`src/rtl/butterfly_pipe.sv`:
```
// Pipelined radix-2 DIT butterfly: a' = a + b*w, b' = a - b*w.
// Three register stages (products, rotate/round, add/sub/scale) under one
// global stall, with a tag sideband and a sticky saturation flag.
//
// Handshake: a transfer happens on a rising edge where valid & ready are both
// high. in_ready_o = out_ready_i | ~out_valid_o, so the whole pipe advances
// together or holds together. A held output keeps its data unchanged until it
// is consumed.
module butterfly_pipe #(
  parameter int DATA_WIDTH = 16,
  parameter int FRAC_BITS  = 15,
  parameter int TAG_WIDTH  = 8
) (
  input  logic                        clk_i,
  input  logic                        rst_ni,
  input  logic                        in_valid_i,
  output logic                        in_ready_o,
  input  logic [1:0][DATA_WIDTH-1:0]  a_i,
  input  logic [1:0][DATA_WIDTH-1:0]  b_i,
  input  logic [1:0][FRAC_BITS+1:0]   twid_i,
  input  logic                        inv_i,
  input  logic                        scale_i,
  input  logic [TAG_WIDTH-1:0]        tag_i,
  output logic                        out_valid_o,
  input  logic                        out_ready_i,
  output logic [1:0][DATA_WIDTH-1:0]  a_o,
  output logic [1:0][DATA_WIDTH-1:0]  b_o,
  output logic [TAG_WIDTH-1:0]        tag_o,
  output logic                        ovf_o,
  input  logic                        clr_ovf_i
);

  localparam int DW = DATA_WIDTH;
  localparam int TW = FRAC_BITS + 2;
  localparam int PW = DW + TW;          // product width
  localparam int SW = PW + 1;           // rotation sum width
  localparam int RW = SW - FRAC_BITS;   // width after the rounding shift

  localparam logic signed [SW-1:0] RND_HALF =
    {{(SW - FRAC_BITS){1'b0}}, 1'b1, {(FRAC_BITS - 1){1'b0}}};

  // True when an RW-bit signed value fits into DW bits.
  function automatic logic fits(input logic [RW-1:0] v);
    return (&v[RW-1:DW-1]) | ~(|v[RW-1:DW-1]);
  endfunction

  // Clamp an RW-bit signed value to the DW-bit range.
  function automatic logic [DW-1:0] sat(input logic [RW-1:0] v);
    if (fits(v)) return v[DW-1:0];
    else if (v[RW-1]) return {1'b1, {(DW-1){1'b0}}};
    else return {1'b0, {(DW-1){1'b1}}};
  endfunction

  // Sign-extend a DW+1 add/sub result to RW bits so sat/fits can be reused.
  function automatic logic [RW-1:0] sx(input logic [DW:0] s);
    return {{(RW-DW-1){s[DW]}}, s};
  endfunction

  // (s + 1) >>> 1 on a DW+1 value; the result always fits DW bits.
  function automatic logic [DW-1:0] halve(input logic [DW:0] s);
    logic [DW:0] t;
    t = s + {{DW{1'b0}}, 1'b1};
    return DW'(t >> 1);
  endfunction

  function automatic logic [DW-1:0] fin(input logic [DW:0] s, input logic sc);
    return sc ? halve(s) : sat(sx(s));
  endfunction

  // Global advance: every stage moves when the output slot is free or drained.
  logic adv;
  assign adv        = out_ready_i | ~out_valid_o;
  assign in_ready_o = adv;

  // ---------------- Stage 1: four products ----------------
  logic signed [PW-1:0] bre_x, bim_x, wre_x, wim_x;
  assign bre_x = $signed({{TW{b_i[0][DW-1]}}, b_i[0]});
  assign bim_x = $signed({{TW{b_i[1][DW-1]}}, b_i[1]});
  assign wre_x = $signed({{DW{twid_i[0][TW-1]}}, twid_i[0]});
  assign wim_x = $signed({{DW{twid_i[1][TW-1]}}, twid_i[1]});

  logic                   s1_valid, s1_inv, s1_scale;
  logic signed [PW-1:0]   s1_rr, s1_ii, s1_ri, s1_ir;
  logic [1:0][DW-1:0]     s1_a;
  logic [TAG_WIDTH-1:0]   s1_tag;

  // Capture products and the per-transaction controls on acceptance.
  always_ff @(posedge clk_i or negedge rst_ni) begin
    if (!rst_ni) begin
      s1_valid <= 1'b0;
      s1_inv   <= 1'b0;
      s1_scale <= 1'b0;
      s1_rr    <= '0;
      s1_ii    <= '0;
      s1_ri    <= '0;
      s1_ir    <= '0;
      s1_a     <= '0;
      s1_tag   <= '0;
    end else if (adv) begin
      s1_valid <= in_valid_i;
      s1_inv   <= inv_i;
      s1_scale <= scale_i;
      s1_rr    <= bre_x * wre_x;
      s1_ii    <= bim_x * wim_x;
      s1_ri    <= bre_x * wim_x;
      s1_ir    <= bim_x * wre_x;
      s1_a     <= a_i;
      s1_tag   <= tag_i;
    end
  end

  // ---------------- Stage 2: rotate, round, saturate ----------------
  logic signed [SW-1:0] p_rr, p_ii, p_ri, p_ir, sum_re, sum_im;
  logic [RW-1:0]        q_re, q_im;
  logic                 clip2;
  assign p_rr = $signed({s1_rr[PW-1], s1_rr});
  assign p_ii = $signed({s1_ii[PW-1], s1_ii});
  assign p_ri = $signed({s1_ri[PW-1], s1_ri});
  assign p_ir = $signed({s1_ir[PW-1], s1_ir});

  // Multiply by w, or by conj(w) for the inverse transform.
  always_comb begin
    sum_re = '0;
    sum_im = '0;
    if (s1_inv) begin
      sum_re = p_rr + p_ii;
      sum_im = p_ir - p_ri;
    end else begin
      sum_re = p_rr - p_ii;
      sum_im = p_ri + p_ir;
    end
  end

  assign q_re  = RW'((sum_re + RND_HALF) >>> FRAC_BITS);
  assign q_im  = RW'((sum_im + RND_HALF) >>> FRAC_BITS);
  assign clip2 = s1_valid & ~(fits(q_re) & fits(q_im));

  logic                 s2_valid, s2_scale;
  logic [1:0][DW-1:0]   s2_a, s2_rot;
  logic [TAG_WIDTH-1:0] s2_tag;

  // Register the rounded, saturated rotation alongside a.
  always_ff @(posedge clk_i or negedge rst_ni) begin
    if (!rst_ni) begin
      s2_valid <= 1'b0;
      s2_scale <= 1'b0;
      s2_a     <= '0;
      s2_rot   <= '0;
      s2_tag   <= '0;
    end else if (adv) begin
      s2_valid  <= s1_valid;
      s2_scale  <= s1_scale;
      s2_a      <= s1_a;
      s2_rot[0] <= sat(q_re);
      s2_rot[1] <= sat(q_im);
      s2_tag    <= s1_tag;
    end
  end

  // ---------------- Stage 3: add/sub, scale or saturate ----------------
  logic signed [DW:0] add_re, add_im, sub_re, sub_im;
  logic               clip3;
  assign add_re = $signed({s2_a[0][DW-1], s2_a[0]}) + $signed({s2_rot[0][DW-1], s2_rot[0]});
  assign add_im = $signed({s2_a[1][DW-1], s2_a[1]}) + $signed({s2_rot[1][DW-1], s2_rot[1]});
  assign sub_re = $signed({s2_a[0][DW-1], s2_a[0]}) - $signed({s2_rot[0][DW-1], s2_rot[0]});
  assign sub_im = $signed({s2_a[1][DW-1], s2_a[1]}) - $signed({s2_rot[1][DW-1], s2_rot[1]});
  assign clip3  = s2_valid & ~s2_scale &
                  ~(fits(sx(add_re)) & fits(sx(add_im)) & fits(sx(sub_re)) & fits(sx(sub_im)));

  // Output register; holds while the consumer stalls.
  always_ff @(posedge clk_i or negedge rst_ni) begin
    if (!rst_ni) begin
      out_valid_o <= 1'b0;
      a_o         <= '0;
      b_o         <= '0;
      tag_o       <= '0;
    end else if (adv) begin
      out_valid_o <= s2_valid;
      a_o[0]      <= fin(add_re, s2_scale);
      a_o[1]      <= fin(add_im, s2_scale);
      b_o[0]      <= fin(sub_re, s2_scale);
      b_o[1]      <= fin(sub_im, s2_scale);
      tag_o       <= s2_tag;
    end
  end

  // Sticky overflow: a clip on an advancing stage sets it and beats a clear.
  always_ff @(posedge clk_i or negedge rst_ni) begin
    if (!rst_ni) begin
      ovf_o <= 1'b0;
    end else if (adv & (clip2 | clip3)) begin
      ovf_o <= 1'b1;
    end else if (clr_ovf_i) begin
      ovf_o <= 1'b0;
    end
  end

endmodule
```
`config.mk`:
```
export PLATFORM = sky130hd
export DESIGN_NAME = butterfly_pipe
export DESIGN_NICKNAME = d
export VERILOG_FILES = /design/src/rtl/butterfly_pipe.sv
export SDC_FILE = /design/constraint.sdc
export NUM_CORES = 2
export LEC_CHECK = 0
export BUFFER_PORTS_ARGS = -buffer_cell sky130_fd_sc_hd__buf_2
export CORE_MARGIN = 5
export CORE_UTILIZATION = 60
export DETAILED_ROUTE_END_ITERATION = 7
export GPL_ROUTABILITY_DRIVEN = 0
export PLACE_DENSITY = 0.77
export SYNTH_ARGS = -nofsm -noshare
export SYNTH_HDL_FRONTEND = slang
export SYNTH_SLANG_ARGS = --single-unit
```
`constraint.sdc`:
```
create_clock -name clk_i -period 18.1 [get_ports clk_i]
set_clock_uncertainty 0.2 [all_clocks]
set_input_delay 3.62 -clock clk_i [delete_from_list [all_inputs] [get_ports clk_i]]
set_output_delay 3.62 -clock clk_i [all_outputs]
set_load 0.005 [all_outputs]
```
# Yosys cells after proc, flatten, opt, wreduce, memory -nomap -nowiden
# Cells that the tools add are included.
[op_classes] n_eq_ne=0 mux=20 order_cmp=0 n_bitwise=26 div_mod_pow=0 reduce_logical=13 add_sub_neg=14 shifts=0 mul=4
[op_table] op="16-bit 2-to-1 mux" n=16
[op_table] op="16-bit by 17-bit multiplier with 33-bit output" n=4
[op_table] op="17-bit by 1-bit adder with 17-bit output, second input constant" n=4
[op_table] op="33-bit by 33-bit adder with 34-bit output" n=2
[op_table] op="34-bit by 16-bit adder with 34-bit output, second input constant" n=2
[op_table] op="34-bit 2-to-1 mux" n=2
[op_table] op="33-bit by 33-bit subtractor with 34-bit output" n=2
[op_table] op="16-bit by 16-bit adder with 17-bit output" n=2
[op_table] op="16-bit by 16-bit subtractor with 17-bit output" n=2
[op_table] op="1-bit NOT" n=10
[op_table] op="1-bit bitwise AND" n=8
[op_table] op="1-bit bitwise OR" n=8
[op_table] op="2-bit AND reduction" n=4
[op_table] op="4-bit AND reduction" n=2
[op_table] op="2-bit OR reduction" n=4
[op_table] op="4-bit OR reduction" n=2
[op_table] op="1-bit 2-to-1 mux" n=2
[op_table] op="2-bit nonzero test" n=1
[word_totals] latch_bits=0 output_inout_bits=75 romBits=0 elab_cells=101 ram_bits=0 inputBits=113 regBits=323 n_memories=0

# Logic depth before layout (Yosys ltp)
[depth] ltp_word=12 depth_mapped=29 ltp_nobuf=27

# Worst setup path after synthesis
# Ideal clock, no wire load.
[synth_path] path_kind="input to register" startpoint="in b_i[20] (netlist bit)" endpoint="reg s1_ii[32]" path_stages=28 t_arrival_ns=9.710 setup_time_ns=0.137 path_slack_ns=8.053 t_required_ns=17.763 n_path_buf=2 path_cell_list="clkbuf_1 > clkbuf_1 > nand2_1 > fa_1 > inv_1 > fa_1 > inv_1 > fa_1 > inv_1 > fa_1 > inv_1 > fa_1 > inv_1 > fa_1 > ha_1 > a21o_1 > a21o_1 > a21o_1 > a21oi_1 > o31ai_1 > o211ai_1 > a21boi_0 > o41ai_1 > o2111ai_1 > nor3_1 > a21oi_1 > xnor2_1 > a21oi_1"
[synth_via] elab_chain_len=1
[synth_rtl] item="from (decl)" line_no="19" text="input logic [1:0][DATA_WIDTH-1:0] b_i,"
[synth_rtl] item="16-bit by 17-bit multiplier with 33-bit output" line_no="104" text="s1_ii <= bim_x * wim_x;"
[synth_rtl] item="to (signal assigned)" line_no="104"
[synth_rtl] item="to (decl)" line_no="83" text="logic signed [PW-1:0] s1_rr, s1_ii, s1_ri, s1_ir;"
# No other way between the ends.
# A chain may end at the register's enable or synchronous reset.

# Final worst setup path
[layout_path] startpoint="in twid_i[8] (netlist bit)" endpoint="reg s1_rr[32]"
[layout_via] elab_chain_len=1
[layout_rtl] item="from (decl)" line_no="20" text="input logic [1:0][FRAC_BITS+1:0] twid_i,"
[layout_rtl] item="16-bit by 17-bit multiplier with 33-bit output" line_no="103" text="s1_rr <= bre_x * wre_x;"
[layout_rtl] item="to (signal assigned)" line_no="103"
[layout_rtl] item="to (decl)" line_no="83"
# No other way between the ends.

==> flow_metrics.env <==
export IMPL_die_y_um=334
export IMPL_ys_async_sr_fraction_pct=100
export IMPL_first_global_vias=51300
export IMPL_cp_slowest_cell="buf_2"
export IMPL_min_period_ns=10.52
export IMPL_worstMarginPinSlew_ns=1.31
export IMPL_ctsResizeCount=0
export IMPL_yosys_warnings=0
export IMPL_syn_num_nets=8912
export IMPL_synth_cells=7218
export IMPL_cp_data_arrival_time_ns=10.76
export IMPL_finalSetupViolCount=0
export IMPL_cp_required_ns=18.35
export IMPL_synth_edf_count=0
export IMPL_min_period_over_period_pct=58.1
export IMPL_drtPass1Iterations=6
export IMPL_drtIter0Drc=3890
export IMPL_clk_latency_ns=0.60
export IMPL_hold_viol=0
export IMPL_crit_top_cell="fa_1"
export IMPL_clk_pin_slew_ns=0.07
export IMPL_grt_max_degree=151
export IMPL_grt_overflow=0
export IMPL_fillCellCount=8650
export IMPL_viasPerCell=5.74
export IMPL_multi_input_area_um2=48400
export IMPL_ys_flop_type="dfrtp_1"
export IMPL_critical_path_max_stage_delay_ns=0.64
export IMPL_cp_end_kind="flop"
export IMPL_drv_cap=0
export IMPL_critical_path_class="input port to flop"
export IMPL_finalSetupTns_ns=0
export IMPL_core_area_um2=104000
export IMPL_synth_area_leaders="fa_1 (35%), dfrtp_1 (13%), ha_1 (9.4%)"
export IMPL_area_growth_pct=4.85
export IMPL_cp_num_buf_inv=6
export IMPL_path_cells="buf_2 -> nand2_1 -> fa_1 -> inv_1 -> fa_1 -> inv_1 -> fa_1 -> fa_1 -> inv_1 -> fa_1 -> inv_1 -> fa_1 -> inv_1 -> ha_1 -> a21oi_1 -> o221ai_1 -> o21ai_0 -> nor3_1 -> o311a_1 -> a211oi_1 -> o21ai_0 -> xnor2_1 -> a21oi_1"
export IMPL_wirelength_um=162000
export IMPL_dp_final_hpwl_um=123000
export IMPL_cts_tree="built"
export IMPL_syn_area_um2=62900
export IMPL_num_vias=49200
export IMPL_path_max_fanout=32
export IMPL_hold_buffers=0
export IMPL_numCtsBuffers=39
export IMPL_dieArea_um2=111000
export IMPL_seq_area_frac_synth_pct=12.9
export IMPL_slew_headroom_pct=11.8
export IMPL_ant_nets=0
export IMPL_cts_setup_buffers=0
export IMPL_htree_levels=2
export IMPL_cpLargestDelayFamily="adder cells"
export IMPL_holdCritPathClass="flop to flop"
export IMPL_antenna_found_initial=12
export IMPL_ios=188
export IMPL_route_detailed_drc=0
export IMPL_die_w_um=334
export IMPL_synth_largest_area_cell="fa_1"
export IMPL_initial_utilization_pct=60.6
export IMPL_yosys_cell_types_count=99
export IMPL_clock_path_buffers=3
export IMPL_root_buffer="clkbuf_16"
export IMPL_track_usage_pct=29.5
export IMPL_rows=118
export IMPL_drv_slew=0
export IMPL_layout_drive_gt1_share_pct=4.96
export IMPL_synth_seq_cells=323
export IMPL_post_route_util_pct=63.5
export IMPL_nNetsFinal=8847
export IMPL_rsz0062_at_grt="false"
export IMPL_seq_area_um2=8090
export IMPL_hold_slack_ns=0.257
export IMPL_worst_setup_path_start_kind="input port"
export IMPL_clock_sinks=323
export IMPL_io_buffers=187
export IMPL_grt_pass1_wl_um=267000
export IMPL_post_drt_wl_per_cell_um=19.0
export IMPL_syn_area_per_cell_um2=8.71
export IMPL_timing_fmax_ghz=0.0951
export IMPL_synth_top_area_share_pct=35.3
export IMPL_outcome="finished, final reports clean"
-- sequential cells by signal (all words and copies together), names as in the netlist, 32 cells and up --
| register | cells |
|---|---|
| s1_rr | 33 |
| s2_rot | 32 |
| s1_ii | 33 |
| s1_ri | 33 |
| a_o | 32 |
| b_o | 32 |
| s1_a | 32 |
| s2_a | 32 |
| s1_ir | 33 |
-- final timing paths --
kind	start	endpoint	slack [ns]	cells after the start
min	s1_a[27]$_DFFE_PN0P_	s2_a[27]$_DFFE_PN0P_	0.26	2
max	twid_i[8]	s1_rr[32]$_DFFE_PN0P_	7.58	23
max in group asynchronous	rst_ni	s1_rr[4]$_DFFE_PN0P_	13.19	2
min reg2reg	s1_a[27]$_DFFE_PN0P_	s2_a[27]$_DFFE_PN0P_	0.26	2
min in group asynchronous	rst_ni	tag_o[6]$_DFFE_PN0P_	2.85	1
max reg2reg	s1_ri[3]$_DFFE_PN0P_	s2_rot[20]$_DFFE_PN0P_	10.63	21
-- worst min-delay path, delay by kind of cell (launching register included) --
kind             cells  cell delay [ns]
DFF                  1             0.34
and+or+nand+nor      2             0.10
-- layer usage --
layer  vias up  part of all wire (%)  track usage [%]
li1      22100                     -                -
met1     24700                    41             40.0
met2      2031                    47             48.4
met3       383                   8.4             5.11
met4        10                   4.5             10.5
met5         -                 0.042                0
-- cells in the mapped netlist (all sizes together) (11+ instances only) --
master      n
nand3      61
a21oi     297
a21o       80
a221o      11
xor2      112
a211oi     25
a31oi      22
o221ai     12
inv      1380
o21ai     171
ha        473
nand2b     73
or2        12
or3        22
o211ai     37
nand4      35
a221oi     25
nor3       83
clkbuf    318
and2      460
fa       1108
o21a       27
o22a       15
nor2      358
and3       17
nand2    1104
a2bb2oi    16
o31ai      19
nor2b      23
nor4       22
o21bai     42
dfrtp     323
xnor2     256
o22ai      13
-- logic make-up after synthesis --
family / share of synthesized area, %
and+or+nand+nor: 17.3
DFF: 12.9
AOI/OAI and AO/OA: 9.60
muxes: 0.213
xor gates and xnor gates: 5.13
buffers and inverters: 10.2
adders and majority gates: 44.7
-- layout by cell type (no fill, tap or decap), drive strengths merged, types with 10 or more instances in the layout --
cell     synthesis  final
inv           1380   1384
fa            1108   1108
nand2         1104   1104
ha             473    473
and2           460    460
nor2           358    358
dfrtp          323    323
a21oi          297    297
xnor2          256    256
buf              8    220
o21ai          171    171
xor2           112    112
nor3            83     83
a21o            80     80
nand2b          73     73
nand3           61     61
clkbuf         318     50
o21bai          42     42
o211ai          37     37
nand4           35     35
o21a            27     27
a211oi          25     25
a221oi          25     25
nor2b           23     23
or3             22     22
a31oi           22     22
nor4            22     22
o31ai           19     19
and3            17     17
a2bb2oi         16     16
o22a            15     15
o22ai           13     13
or2             12     12
o221ai          12     12
a221o           11     11
clkinv           0     11
and4            10     10
mux2i           10     10
-- final cells by class --
type | instances | share of cell area [%]
tap | 1380 | 2.62
sequential | 323 | 12.3
clock inverter | 19 | 0.385
clock buffer | 50 | 1.63
multi-input combinational | 5189 | 73.4
antenna | 6 | 0.0228
timing repair buffer | 220 | 1.83
inverter | 1380 | 7.87
-- per-stage QoR --
step	setup WS [ns]	cells	area, um^2
final	7.58	8567	65900
after global routing	7.28	8563	65900
after CTS	7.75	8561	65900
after detailed placement	7.13	8492	64600
after global placement	7.24	8492	64600
after floorplan	8.05	7218	62900
Power is left out: the tool's default activity adds up to more than one toggle a clock period on the data nets, which glitch-free logic cannot reach.
